File: config.mk
export PLATFORM = sky130hd
export DESIGN_NAME = fetch_stage
export DESIGN_NICKNAME = d
export VERILOG_FILES = /design/src/rtl/fetch_stage.sv
export SDC_FILE = /design/constraint.sdc
export NUM_CORES = 1
export LEC_CHECK = 0
export ABC_AREA = 1
export BUFFER_PORTS_ARGS = -buffer_cell sky130_fd_sc_hd__buf_2
export CORE_ASPECT_RATIO = 1.25
export CORE_UTILIZATION = 51
export CTS_BUF_LIST = sky130_fd_sc_hd__clkbuf_8
export CTS_CLUSTER_DIAMETER = 80
export DETAILED_ROUTE_END_ITERATION = 8
export PLACE_DENSITY = 0.82
export RECOVER_POWER = 50
export SETUP_SLACK_MARGIN = 0.05
export SLEW_MARGIN = 40
export SYNTH_ARGS = -nofsm -noshare
export SYNTH_HDL_FRONTEND = slang
export SYNTH_SLANG_ARGS = --single-unit
File: constraint.sdc
create_clock -name clk -period 1.5 [get_ports clk]
set_input_delay 0.075 -clock clk [delete_from_list [all_inputs] [get_ports clk]]
set_output_delay 0.075 -clock clk [all_outputs]
set_load 0.01 [all_outputs]
File: src/rtl/fetch_stage.sv
// IF stage and IF/ID register of the 16-bit core.
// Owns the PC; applies stall, ID-resolved redirect and halt-on-HLT.
module fetch_stage #(
  parameter logic [15:0] RESET_PC     = 16'h0000,
  parameter logic [15:0] BUBBLE_INSTR = 16'h0000
) (
  input  logic        clk,
  input  logic        rst,
  input  logic        stall,
  input  logic        branch_taken,
  input  logic [15:0] branch_target,
  output logic [15:0] imem_addr,
  input  logic [15:0] imem_data,
  output logic [15:0] if_id_instr,
  output logic [15:0] if_id_pc_plus2,
  output logic        if_id_valid,
  output logic        halted
);

  typedef enum logic {
    RUN,
    HALTED
  } state_t;

  state_t      state_q, state_d;
  logic [15:0] pc_q, pc_d;
  logic [15:0] instr_q, instr_d;
  logic [15:0] pp2_q, pp2_d;
  logic        valid_q, valid_d;
  logic [15:0] pc_plus2;
  logic        is_hlt;
  logic        unused_tgt_lsb;

  assign pc_plus2       = pc_q + 16'd2;
  assign is_hlt         = (imem_data[15:12] == 4'hF);
  assign unused_tgt_lsb = branch_target[0];

  always_comb begin
    state_d = state_q;
    pc_d    = pc_q;
    instr_d = instr_q;
    pp2_d   = pp2_q;
    valid_d = valid_q;
    unique case (state_q)
      RUN: begin
        if (!stall) begin
          if (branch_taken) begin
            // Wrong-path word (even HLT) is squashed.
            pc_d    = {branch_target[15:1], 1'b0};
            instr_d = BUBBLE_INSTR;
            valid_d = 1'b0;
          end else begin
            instr_d = imem_data;
            pp2_d   = pc_plus2;
            valid_d = 1'b1;
            if (is_hlt) state_d = HALTED;
            else        pc_d    = pc_plus2;
          end
        end
      end
      HALTED: begin
        if (!stall) begin
          instr_d = BUBBLE_INSTR;
          valid_d = 1'b0;
        end
      end
      default: state_d = RUN;
    endcase
  end

  always_ff @(posedge clk) begin
    if (rst) begin
      state_q <= RUN;
      pc_q    <= RESET_PC;
      instr_q <= BUBBLE_INSTR;
      pp2_q   <= 16'h0000;
      valid_q <= 1'b0;
    end else begin
      state_q <= state_d;
      pc_q    <= pc_d;
      instr_q <= instr_d;
      pp2_q   <= pp2_d;
      valid_q <= valid_d;
    end
  end

  assign imem_addr      = pc_q;
  assign if_id_instr    = instr_q;
  assign if_id_pc_plus2 = pp2_q;
  assign if_id_valid    = valid_q;
  assign halted         = (state_q == HALTED);

endmodule

==> results.yml <==
yosys:
  ys_types: 32
  synth_top_cell_area_share: 0.4059
  yosysSeqAreaShare: 0.4059
  synth_enable_flop_cells: 0
  synthTopCellsByArea: "dfxtp_1 (41%), nand2_1 (15%), a21oi_1 (7.8%)"
  ys_dominant_reg_cell: "dfxtp_1"
  yosys.area.top_type: "dfxtp_1"
  synth_cells: 325
  syn_avg_cell_area_um2: 7.284
  ys_ff_latch: 48
  yosysWarningCount: 0
  yosysMostFrequentCell: "nand2_1"
  synth_commonest_cells: "nand2_1 (97), dfxtp_1 (48), a21oi_1 (37)"
  async_reset_ff_frac: 0
  synth.cell_area_mm2: 0.002367
drt:
  drt_wl_total_mm: 5.681
  vias: 2315
  drt-vias-per-instance: 4.926
  post_drt_wl_per_cell_um: 12.09
  detail-route-antenna-nets: 0
  dr.pass1.iters: 4
  drt_iter0_drc: 105
  drc: 0
clock_network:
  max-clock-path-buffers: 2
  clock-root-buffer: "clkbuf_8"
  htreeDepth: 2
  cts_setup_buffers: 0
  cts_buffers: 5
  cts_tree: "yes"
  clk_pin_slew_ns: 0.09
  insertion_delay_ns: 0.31
  cts_num_sinks: 48
cells_and_area:
  area_growth_pct: 22.15
  antenna_cells: 0
  fillerInstances: 410
  instances_no_fill: 470
  drive_gt1_frac: 0.2087
  finalNetCount: 448
sta:
  fin_crit_ns: 1.360
  max_freq_mhz: 735.5
  finalCritPeriodShare: 0.9064
  skew_ns: 0.009064
  drv_slew: 0
  rsz0062_at_grt: "yes"
  setup_viol: 0
  hold_viol: 0
  hold_slack_ns: 0.008741
  tns_ns: 0
worst_hold_path:
  timing.hold.worst_path_depth: 3
  min_path_type: "in2reg"
  whs_endpoint: "if_id_instr[11]$_SDFFE_PP0P_"
  hp-start: "imem_data[11]"
setup_path:
  crit_path_frequent_cell: "nand2_1"
  start_kind: "flip-flop"
  crit_required_ns: 1.75
  path_cells: "ha_2 -> nand2_1 -> nor2_4 -> nand2_2 -> nor2_2 -> nand2_1 -> nand2_2 -> nand2_1 -> a21oi_2"
  r2r_setup_slack_ns: 0.14
  reg2reg_from: "imem_addr[1]$_SDFFE_PP0P_"
  crit_slowest_cell: "dfxtp_1"
  path_class: "reg2reg"
  end_kind: "flip-flop"
  r2r-end: "imem_addr[11]$_SDFFE_PP0P_"
  cpPeakStageDelay_ns: 0.35
  arrival_ns: 1.61
  timing.reg2reg.worst_path_depth: 9
  worstPathMaxFanout: 4
global_routing:
  grt_overflow: 0
  grt_start_max_net_pins: 32
  grt_pass1_vias: 2206
  track_usage: 0.2408
  antenna_found_initial: 0
  grt_pass1_wl_mm: 9.542
placement:
  dp_hpwl_mm: 3.998
  post-place-cells: 459
  gp_congestion: 0.8009
  io_buffers: 82
die:
  core-area_mm2: 0.004425
  die_width_um: 62.94
  dieArea_mm2: 0.004920
  io_pins: 86
  rows: 27
  initial_core_util: 0.5349
  die_h_um: 78.17
power_and_ir_drop:
  p_leak_nw: 1.249
  irDropWorstVdd_v: 0.0005543
  p_per_area_mw_per_mm2: 935.4
job:
  maxCapViolCount: 0
run_status:
  status: "complete, no violations"
==> worst max-delay path by stage <==
stage | start | to | slack, ns | cells past startpoint
6_report | imem_addr[1]$_SDFFE_PP0P_ | imem_addr[11]$_SDFFE_PP0P_ | 0.14 | 9
5_1_grt | imem_addr[1]$_SDFFE_PP0P_ | imem_addr[9]$_SDFFE_PP0P_ | 0.004 | 7
4_1_cts | imem_addr[1]$_SDFFE_PP0P_ | imem_addr[9]$_SDFFE_PP0P_ | 0.10 | 7
3_5_place_dp | imem_addr[1]$_SDFFE_PP0P_ | imem_addr[9]$_SDFFE_PP0P_ | 0.13 | 7
3_3_place_gp | imem_addr[1]$_SDFFE_PP0P_ | if_id_pc_plus2[9]$_SDFFE_PP0P_ | 0.17 | 7
2_1_floorplan | imem_addr[1]$_SDFFE_PP0P_ | if_id_pc_plus2[9]$_SDFFE_PP0P_ | 0.09 | 7
==> report_power, final <==
group / total [W] / internal [W] / leakage, nW / switching [W]
logic: 0.000477 / 0.000183 / 0.811 / 0.000294
clock network: 0.000820 / 0.000373 / 0.0434 / 0.000447
registers: 0.00141 / 0.00135 / 0.395 / 0.0000586
total: 0.00270 / 0.00191 / 1.25 / 0.000799
==> layer usage <==
metal / up-vias / share of wire / GRT usage
li1: 1196 / - / -
met1: 1039 / 0.43 / 0.2764
met2: 74 / 0.50 / 0.4441
met3: 6 / 0.055 / 0.03488
met4: 0 / 0.011 / 0.08837
met5: - / 0 / 0
==> logic make-up after synthesis <==
kind of cell / count (synthesis) / synth area share
compound gates: 66 / 0.1623
other cells: 1 / 0.001584
simple gates: 157 / 0.3007
buf+inv: 45 / 0.09830
flops: 48 / 0.4059
fa+ha+maj: 1 / 0.005285
xor+xnor: 7 / 0.02590
==> layout make-up <==
| type | count | area [um2] | share of cell area |
|---|---|---|---|
| repair buffers | 95 | 467.9 | 0.1618 |
| clock inverters | 2 | 15.01 | 0.005193 |
| inverters | 28 | 107.6 | 0.03721 |
| multi-input cells | 233 | 1185 | 0.4098 |
| clock buffers | 6 | 82.58 | 0.02856 |
| well taps | 58 | 72.57 | 0.02510 |
| flip-flops and latches | 48 | 960.9 | 0.3323 |
==> cells in the final DEF (no fill, tap or decap), types with 8 or more instances in the layout <==
master / count
a21oi_1: 37
a21oi_2: 8
buf_2: 37
buf_4: 8
clkbuf_1: 46
dfxtp_1: 48
inv_1: 25
nand2_1: 97
nand3_1: 8
nor2_1: 30
o21ai_0: 10
==> critical path, delay by kind of cell (launching register included) <==
family                     cells  cell delay, ns
AOI/OAI and AO/OA              1            0.10
adders and majority gates      1            0.22
DFF                            1            0.35
and+or+nand+nor                7            0.64
==> what timing repair did <==
item / 4_1_cts / 5_1_grt
endpoints found under the setup margin: 0 / 7
gates resized for setup: 0 / 3
hold endpoints to repair: 2 / 1
hold buffers: 2 / 1
==> stage by stage <==
stage	instance area, um2	util	total power [W]	setup slack [ns]
6_report	2892	0.6534	0.002705	0.1405
5_1_grt	2892	0.6534	0.002853	0.004327
4_1_cts	2932	0.6624	0.002743	0.1023
3_5_place_dp	2814	0.6359	0.001921	0.1304
3_3_place_gp	2814	0.6359	0.001910	0.1657
2_1_floorplan	2371	-	0.001743	0.08693
==> registers in the layout (all words and copies together) (netlist names) <==
| signal | count |
|---|---|
| if_id_instr | 16 |
| if_id_pc_plus2 | 15 |
| imem_addr | 15 |
| halted | 1 |
| if_id_valid | 1 |
No activity file was read; power rests on OpenSTA's default activity.
